File: config.mk
export PLATFORM = sky130hd
export DESIGN_NAME = mfp_ahb_boot_loader_flat
export DESIGN_NICKNAME = d
export VERILOG_FILES = /design/src/rtl/mfp_ahb_boot_loader_if.sv /design/src/rtl/mfp_ahb_boot_loader.sv /design/src/flat_wrapper.sv
export SDC_FILE = /design/constraint.sdc
export NUM_CORES = 1
export LEC_CHECK = 0
export ABC_CLOCK_PERIOD_IN_PS = 3200
export BUFFER_PORTS_ARGS = -buffer_cell sky130_fd_sc_hd__buf_2
export CORE_ASPECT_RATIO = 1.5
export CORE_UTILIZATION = 45
export DETAILED_ROUTE_END_ITERATION = 8
export PLACE_DENSITY = 0.64
export SYNTH_ARGS = -nofsm -noshare
export SYNTH_HDL_FRONTEND = slang
export SYNTH_SLANG_ARGS = --single-unit
File: constraint.sdc
create_clock -name HCLK -period 3.2 [get_ports HCLK]
set_input_delay 0.64 -clock HCLK [delete_from_list [all_inputs] [get_ports HCLK]]
set_output_delay 0.64 -clock HCLK [all_outputs]
set_load 0.01 [all_outputs]
File: src/rtl/mfp_ahb_boot_loader_if.sv
// rtl/mfp_ahb_boot_loader_if.sv - AHB-Lite write-master signal bundle used by the boot loader
interface mfp_ahb_boot_loader_if;
    logic [31:0] HADDR;
    logic [2:0]  HBURST;
    logic        HMASTLOCK;
    logic [3:0]  HPROT;
    logic [2:0]  HSIZE;
    logic [1:0]  HTRANS;
    logic [31:0] HWDATA;
    logic        HWRITE;
    logic        HREADY;

    modport master (
        output HADDR, HBURST, HMASTLOCK, HPROT, HSIZE, HTRANS, HWDATA, HWRITE,
        input  HREADY
    );

    modport slave (
        input  HADDR, HBURST, HMASTLOCK, HPROT, HSIZE, HTRANS, HWDATA, HWRITE,
        output HREADY
    );
endinterface

File: src/rtl/mfp_ahb_boot_loader.sv
// rtl/mfp_ahb_boot_loader.sv - byte-stream to AHB-Lite word writer; optional checksum via MFP_BOOT_LOADER_CHECKSUM_EN
module mfp_ahb_boot_loader #(
    parameter logic [31:0] BASE_ADDR = 32'h1FC0_0000,
    parameter int unsigned NUM_WORDS = 1024
) (
    input  logic                         HCLK,
    input  logic                         HRESETn,
    input  logic                         start,
    input  logic [7:0]                   in_data,
    input  logic                         in_valid,
    output logic                         in_ready,
    mfp_ahb_boot_loader_if.master        ahb,
    output logic                         busy,
    output logic                         done
`ifdef MFP_BOOT_LOADER_CHECKSUM_EN
    ,
    output logic [31:0]                  checksum
`endif
);

    localparam logic [1:0]  HTRANS_IDLE   = 2'b00;
    localparam logic [1:0]  HTRANS_NONSEQ = 2'b10;
    localparam logic [16:0] LAST_WORD     = 17'(NUM_WORDS - 1);

    typedef enum logic [2:0] {
        S_IDLE,
        S_COLLECT,
        S_ADDR,
        S_DATA,
        S_DONE
    } state_t;

    state_t      state_q, state_d;
    logic [16:0] word_cnt_q, word_cnt_d;
    logic [1:0]  byte_cnt_q, byte_cnt_d;
    logic [31:0] word_q, word_d;
    logic [31:0] haddr_q, haddr_d;
    logic [31:0] hwdata_q, hwdata_d;
    logic [1:0]  htrans_q, htrans_d;
    logic        hwrite_q, hwrite_d;
    logic        in_ready_q, in_ready_d;
    logic        busy_q, busy_d;
    logic        done_q, done_d;
`ifdef MFP_BOOT_LOADER_CHECKSUM_EN
    logic [31:0] csum_q, csum_d;
`endif

    // Next-state and next-output computation; every output is a flop so the bus sees glitch-free values
    always_comb begin
        state_d    = state_q;
        word_cnt_d = word_cnt_q;
        byte_cnt_d = byte_cnt_q;
        word_d     = word_q;
        haddr_d    = haddr_q;
        hwdata_d   = hwdata_q;
`ifdef MFP_BOOT_LOADER_CHECKSUM_EN
        csum_d     = csum_q;
`endif
        case (state_q)
            S_IDLE: begin
                if (start) begin
                    state_d    = S_COLLECT;
                    word_cnt_d = '0;
                    byte_cnt_d = '0;
`ifdef MFP_BOOT_LOADER_CHECKSUM_EN
                    csum_d     = '0;
`endif
                end
            end
            S_COLLECT: begin
                if (in_valid && in_ready_q) begin
                    word_d[{byte_cnt_q, 3'b000} +: 8] = in_data;
                    byte_cnt_d = byte_cnt_q + 2'd1;
                    if (byte_cnt_q == 2'd3) begin
                        state_d = S_ADDR;
                        haddr_d = BASE_ADDR + {13'b0, word_cnt_q, 2'b00};
                    end
                end
            end
            S_ADDR: begin
                if (ahb.HREADY) begin
                    state_d  = S_DATA;
                    hwdata_d = word_q;
                end
            end
            S_DATA: begin
                if (ahb.HREADY) begin
`ifdef MFP_BOOT_LOADER_CHECKSUM_EN
                    csum_d = csum_q + hwdata_q;
`endif
                    if (word_cnt_q == LAST_WORD) begin
                        state_d = S_DONE;
                    end else begin
                        state_d    = S_COLLECT;
                        word_cnt_d = word_cnt_q + 17'd1;
                        byte_cnt_d = '0;
                    end
                end
            end
            S_DONE: begin
                state_d = S_IDLE;
            end
            default: begin
                state_d = S_IDLE;
            end
        endcase

        in_ready_d = (state_d == S_COLLECT);
        busy_d     = (state_d != S_IDLE);
        done_d     = (state_d == S_DONE);
        htrans_d   = (state_d == S_ADDR) ? HTRANS_NONSEQ : HTRANS_IDLE;
        hwrite_d   = (state_d == S_ADDR);
    end

    // State and output registers with synchronous active-low reset
    always_ff @(posedge HCLK) begin
        if (!HRESETn) begin
            state_q    <= S_IDLE;
            word_cnt_q <= '0;
            byte_cnt_q <= '0;
            word_q     <= '0;
            haddr_q    <= BASE_ADDR;
            hwdata_q   <= '0;
            htrans_q   <= HTRANS_IDLE;
            hwrite_q   <= 1'b0;
            in_ready_q <= 1'b0;
            busy_q     <= 1'b0;
            done_q     <= 1'b0;
`ifdef MFP_BOOT_LOADER_CHECKSUM_EN
            csum_q     <= '0;
`endif
        end else begin
            state_q    <= state_d;
            word_cnt_q <= word_cnt_d;
            byte_cnt_q <= byte_cnt_d;
            word_q     <= word_d;
            haddr_q    <= haddr_d;
            hwdata_q   <= hwdata_d;
            htrans_q   <= htrans_d;
            hwrite_q   <= hwrite_d;
            in_ready_q <= in_ready_d;
            busy_q     <= busy_d;
            done_q     <= done_d;
`ifdef MFP_BOOT_LOADER_CHECKSUM_EN
            csum_q     <= csum_d;
`endif
        end
    end

    assign in_ready      = in_ready_q;
    assign busy          = busy_q;
    assign done          = done_q;
    assign ahb.HADDR     = haddr_q;
    assign ahb.HWDATA    = hwdata_q;
    assign ahb.HTRANS    = htrans_q;
    assign ahb.HWRITE    = hwrite_q;
    assign ahb.HBURST    = 3'b000;
    assign ahb.HMASTLOCK = 1'b0;
    assign ahb.HPROT     = 4'b0011;
    assign ahb.HSIZE     = 3'b010;
`ifdef MFP_BOOT_LOADER_CHECKSUM_EN
    assign checksum      = csum_q;
`endif

endmodule

File: src/flat_wrapper.sv
// flat-port wrapper written by rule: the top's interface ports become plain ports
module mfp_ahb_boot_loader_flat 
#(
    parameter logic [31:0] BASE_ADDR = 32'h1FC0_0000,
    parameter int unsigned NUM_WORDS = 1024
)
  (HCLK, HRESETn, start, in_data, in_valid, in_ready, busy, done, ahb_HADDR, ahb_HBURST, ahb_HMASTLOCK, ahb_HPROT, ahb_HSIZE, ahb_HTRANS, ahb_HWDATA, ahb_HWRITE, ahb_HREADY);
  mfp_ahb_boot_loader_if ahb_i ();
  input  logic HCLK;
  input  logic HRESETn;
  input  logic start;
  input  logic [7:0] in_data;
  input  logic in_valid;
  output logic in_ready;
  output logic busy;
  output logic done;
  output wire logic [$bits(ahb_i.HADDR)-1:0] ahb_HADDR;
  output wire logic [$bits(ahb_i.HBURST)-1:0] ahb_HBURST;
  output wire logic [$bits(ahb_i.HMASTLOCK)-1:0] ahb_HMASTLOCK;
  output wire logic [$bits(ahb_i.HPROT)-1:0] ahb_HPROT;
  output wire logic [$bits(ahb_i.HSIZE)-1:0] ahb_HSIZE;
  output wire logic [$bits(ahb_i.HTRANS)-1:0] ahb_HTRANS;
  output wire logic [$bits(ahb_i.HWDATA)-1:0] ahb_HWDATA;
  output wire logic [$bits(ahb_i.HWRITE)-1:0] ahb_HWRITE;
  input wire logic [$bits(ahb_i.HREADY)-1:0] ahb_HREADY;
  assign ahb_HADDR = ahb_i.HADDR;
  assign ahb_HBURST = ahb_i.HBURST;
  assign ahb_HMASTLOCK = ahb_i.HMASTLOCK;
  assign ahb_HPROT = ahb_i.HPROT;
  assign ahb_HSIZE = ahb_i.HSIZE;
  assign ahb_HTRANS = ahb_i.HTRANS;
  assign ahb_HWDATA = ahb_i.HWDATA;
  assign ahb_HWRITE = ahb_i.HWRITE;
  assign ahb_i.HREADY = ahb_HREADY;
  mfp_ahb_boot_loader #(.BASE_ADDR(BASE_ADDR), .NUM_WORDS(NUM_WORDS)) u_core (.HCLK(HCLK), .HRESETn(HRESETn), .start(start), .in_data(in_data), .in_valid(in_valid), .in_ready(in_ready), .ahb(ahb_i), .busy(busy), .done(done));
endmodule
==> flow_metrics.env <==
export IMPL_status="complete, but fails checks"
export IMPL_violations="DRC"
export IMPL_drtPass1Iterations=7
export IMPL_drt_vias_per_instance=5.29
export IMPL_path_clk_slew_ns=0.07
export IMPL_r2r_start="u_core.byte_cnt_q[0]"
export IMPL_cts_setup_buffers=0
export IMPL_cts_max_path_buffers=2
export IMPL_ios=94
export IMPL_nFillCells=951
export IMPL_antenna_left=0
export IMPL_r2r_cells=5
export IMPL_timing_max_cap_violations=0
export IMPL_p_seq_frac=0.522
export IMPL_hold_viol_final=0
export IMPL_tightest_slew_ns=0.892
export IMPL_synthArstFlopShare=0
export IMPL_fin_ws_ns=0.981
export IMPL_grt_max_degree=47
export IMPL_hp_class="reg2reg"
export IMPL_critical_path_required_ns=3.48
export IMPL_place_ws_ns=0.901
export IMPL_drc=12
export IMPL_cts_root_buffer="clkbuf_16"
export IMPL_powerDensity_nw_per_um2=501
export IMPL_rr_endpoint="u_core.word_q[9]"
export IMPL_seq_area_um2=2140
export IMPL_cts_tree="done"
export IMPL_hold_depth=2
export IMPL_min_period_ns=2.22
export IMPL_slew_viol_final=0
export IMPL_finalSetupViolCount=0
export IMPL_overflow=0
export IMPL_ys_ff_latch=107
export IMPL_p_clk_frac=0.442
export IMPL_tns_ns=0
export IMPL_fin_skew_ns=0.00524
export IMPL_vias=3754
export IMPL_fin_crit_sh=0.693
export IMPL_hpwl_um=6920
export IMPL_start_util=0.465
export IMPL_track_usage=0.192
export IMPL_portBuffers=66
export IMPL_fin_nets=609
export IMPL_die_area_um2=10500
export IMPL_synth_edf_count=0
export IMPL_synth_area_um2=4530
export IMPL_detail_route_wl_per_cell_um=13.8
export IMPL_antenna_cells=0
export IMPL_routabilityCongestion=0.834
export IMPL_relSlewSlack=0.404
export IMPL_rsz0062_at_grt="false"
export IMPL_path_class="reg2reg"
export IMPL_worstHoldStart="u_core.ahb.HWDATA[24]"
export IMPL_syn_avg_cell_area_um2=8.39
export IMPL_r2r_slack_ns=0.98
export IMPL_core_area_um2=9740
export IMPL_synthCells=540
export IMPL_peakVddDrop_mv=0.291
export IMPL_grt_pass1_vias=3424
export IMPL_swShare=0.229
export IMPL_cts_hold_fix_buffers=0
export IMPL_p_leak_nw=2.10
export IMPL_htree_levels=3
export IMPL_die_h_um=125
export IMPL_worstHoldEndpoint="u_core.ahb.HWDATA[24]"
export IMPL_syn2layout_area_growth_pct=13.1
export IMPL_seq_area_frac_synth=0.473
export IMPL_p_int_w=0.00198
export IMPL_multiInputGateArea_um2=2130
export IMPL_endpoint_kind="register"
export IMPL_first_iter_violations=173
export IMPL_drive_gt1_frac=0.162
export IMPL_power_frac_comb=0.036
export IMPL_yosys_warnings=0
export IMPL_crit_arrival_ns=2.50
export IMPL_grt_pass1_wl_um=16400
export IMPL_cts_sinks=107
export IMPL_antenna_found_initial=0
export IMPL_p_sw_w=0.000589
export IMPL_hold_ws_ns=0.453
export IMPL_startpoint_type="register"
export IMPL_ys_flop_type="dfxtp_1"
export IMPL_die_w_um=84.0
export IMPL_synth_cell_types=44
export IMPL_drt_total_wl_um=9800
export IMPL_rows=44
export IMPL_ctsResizeCount=0
export IMPL_max_freq_ghz=0.451
export IMPL_critPathMaxFanout=8
export IMPL_cts_buffers=9
export IMPL_clk_latency_ns=0.35
[routing by layer]
metal / global-route usage / vias to the layer above / part of all wire
li1: - / 1913 / -
met1: 0.228 / 1742 / 0.41
met2: 0.339 / 82 / 0.52
met3: 0.0378 / 17 / 0.042
met4: 0.0751 / 0 / 0.021
met5: 0 / - / 0
[worst max path at each step]
stage / from / endpoint / slack (ns) / cells past startpoint
after detailed placement: ahb_HREADY / u_core.word_cnt_q[16] / 0.90 / 5
after CTS: u_core.byte_cnt_q[0] / u_core.word_q[9] / 1.02 / 5
after global routing: u_core.byte_cnt_q[0] / u_core.word_q[22] / 0.73 / 5
after global placement: ahb_HREADY / u_core.word_cnt_q[16] / 0.93 / 5
final: u_core.byte_cnt_q[0] / u_core.word_q[9] / 0.98 / 5
after floorplan: ahb_HREADY / u_core.word_cnt_q[16] / 1.15 / 5
[through the flow]
step	area (µm²)	utilization	cells	total power [W]
final	5120	0.526	709	0.00257
after global placement	4820	0.494	693	0.00146
after global routing	5120	0.526	709	0.00267
after detailed placement	4820	0.494	693	0.00146
after floorplan	4630	-	565	0.00146
after CTS	5120	0.526	709	0.00259
[critical path, stage by stage (launching register included)]
cell,delay (ns)
dfxtp_1,0.47
inv_1,0.18
ha_1,0.38
nor3b_1,0.75
nand3_1,0.20
a21oi_1,0.17
[cell usage in the layout, fill, tap and decap left out, types with 7 or more instances in the layout]
cell,count
a21oi_1,80
and3_1,8
buf_2,66
clkbuf_16,9
conb_1,27
dfxtp_1,107
ha_1,7
mux2i_1,25
nand2_1,109
nand3_1,45
nor2_1,22
o21ai_0,7
or3_1,9
[cell usage after synthesis, types with 7 or more instances]
library cell  instances  area [µm²]
nand2_1             109         409
buf_4                29         218
ha_1                  7        87.6
or3_1                 9        56.3
nand3_1              45         225
a21oi_1              80         400
nor2_1               22        82.6
o21ai_0               7        35.0
mux2i_1              25         250
and3_1                8        50.1
clkbuf_1             25        93.8
dfxtp_1             107        2140
[power by group through the flow]
stage | registers (W) | logic, W | clock network (W)
final | 0.00134 | 0.0000913 | 0.00114
after global routing | 0.00134 | 0.000101 | 0.00122
after CTS | 0.00134 | 0.0000909 | 0.00116
after detailed placement | 0.00137 | 0.0000903 | 0
after global placement | 0.00137 | 0.0000898 | 0
after floorplan | 0.00137 | 0.0000847 | 0
[cells by family after synthesis]
group,share of synthesized area
flops,0.473
other cells,0.00166
mux,0.0552
fa+ha+maj,0.0193
xor+xnor,0.00193
buf+inv,0.0789
simple gates,0.243
compound gates,0.127
[flip-flops by register name (all words and copies together), names as in the netlist]
register / cells
u_core.ahb.HTRANS: 1
u_core.word_cnt_q: 17
u_core.busy: 1
u_core.done: 1
u_core.ahb.HWDATA: 32
u_core.ahb.HADDR: 17
u_core.byte_cnt_q: 2
u_core.state_q: 3
u_core.in_ready: 1
u_core.word_q: 32
[area by class of cell]
| type | count | area share |
|---|---|---|
| Timing Repair Buffer | 72 | 0.0732 |
| Clock buffer | 9 | 0.0439 |
| Multi-Input combinational cell | 393 | 0.416 |
| Tap cell | 115 | 0.0281 |
| Sequential cell | 107 | 0.418 |
| Inverter | 6 | 0.00439 |
| Clock inverter | 7 | 0.0161 |
Power figures use the tool's default switching activity.
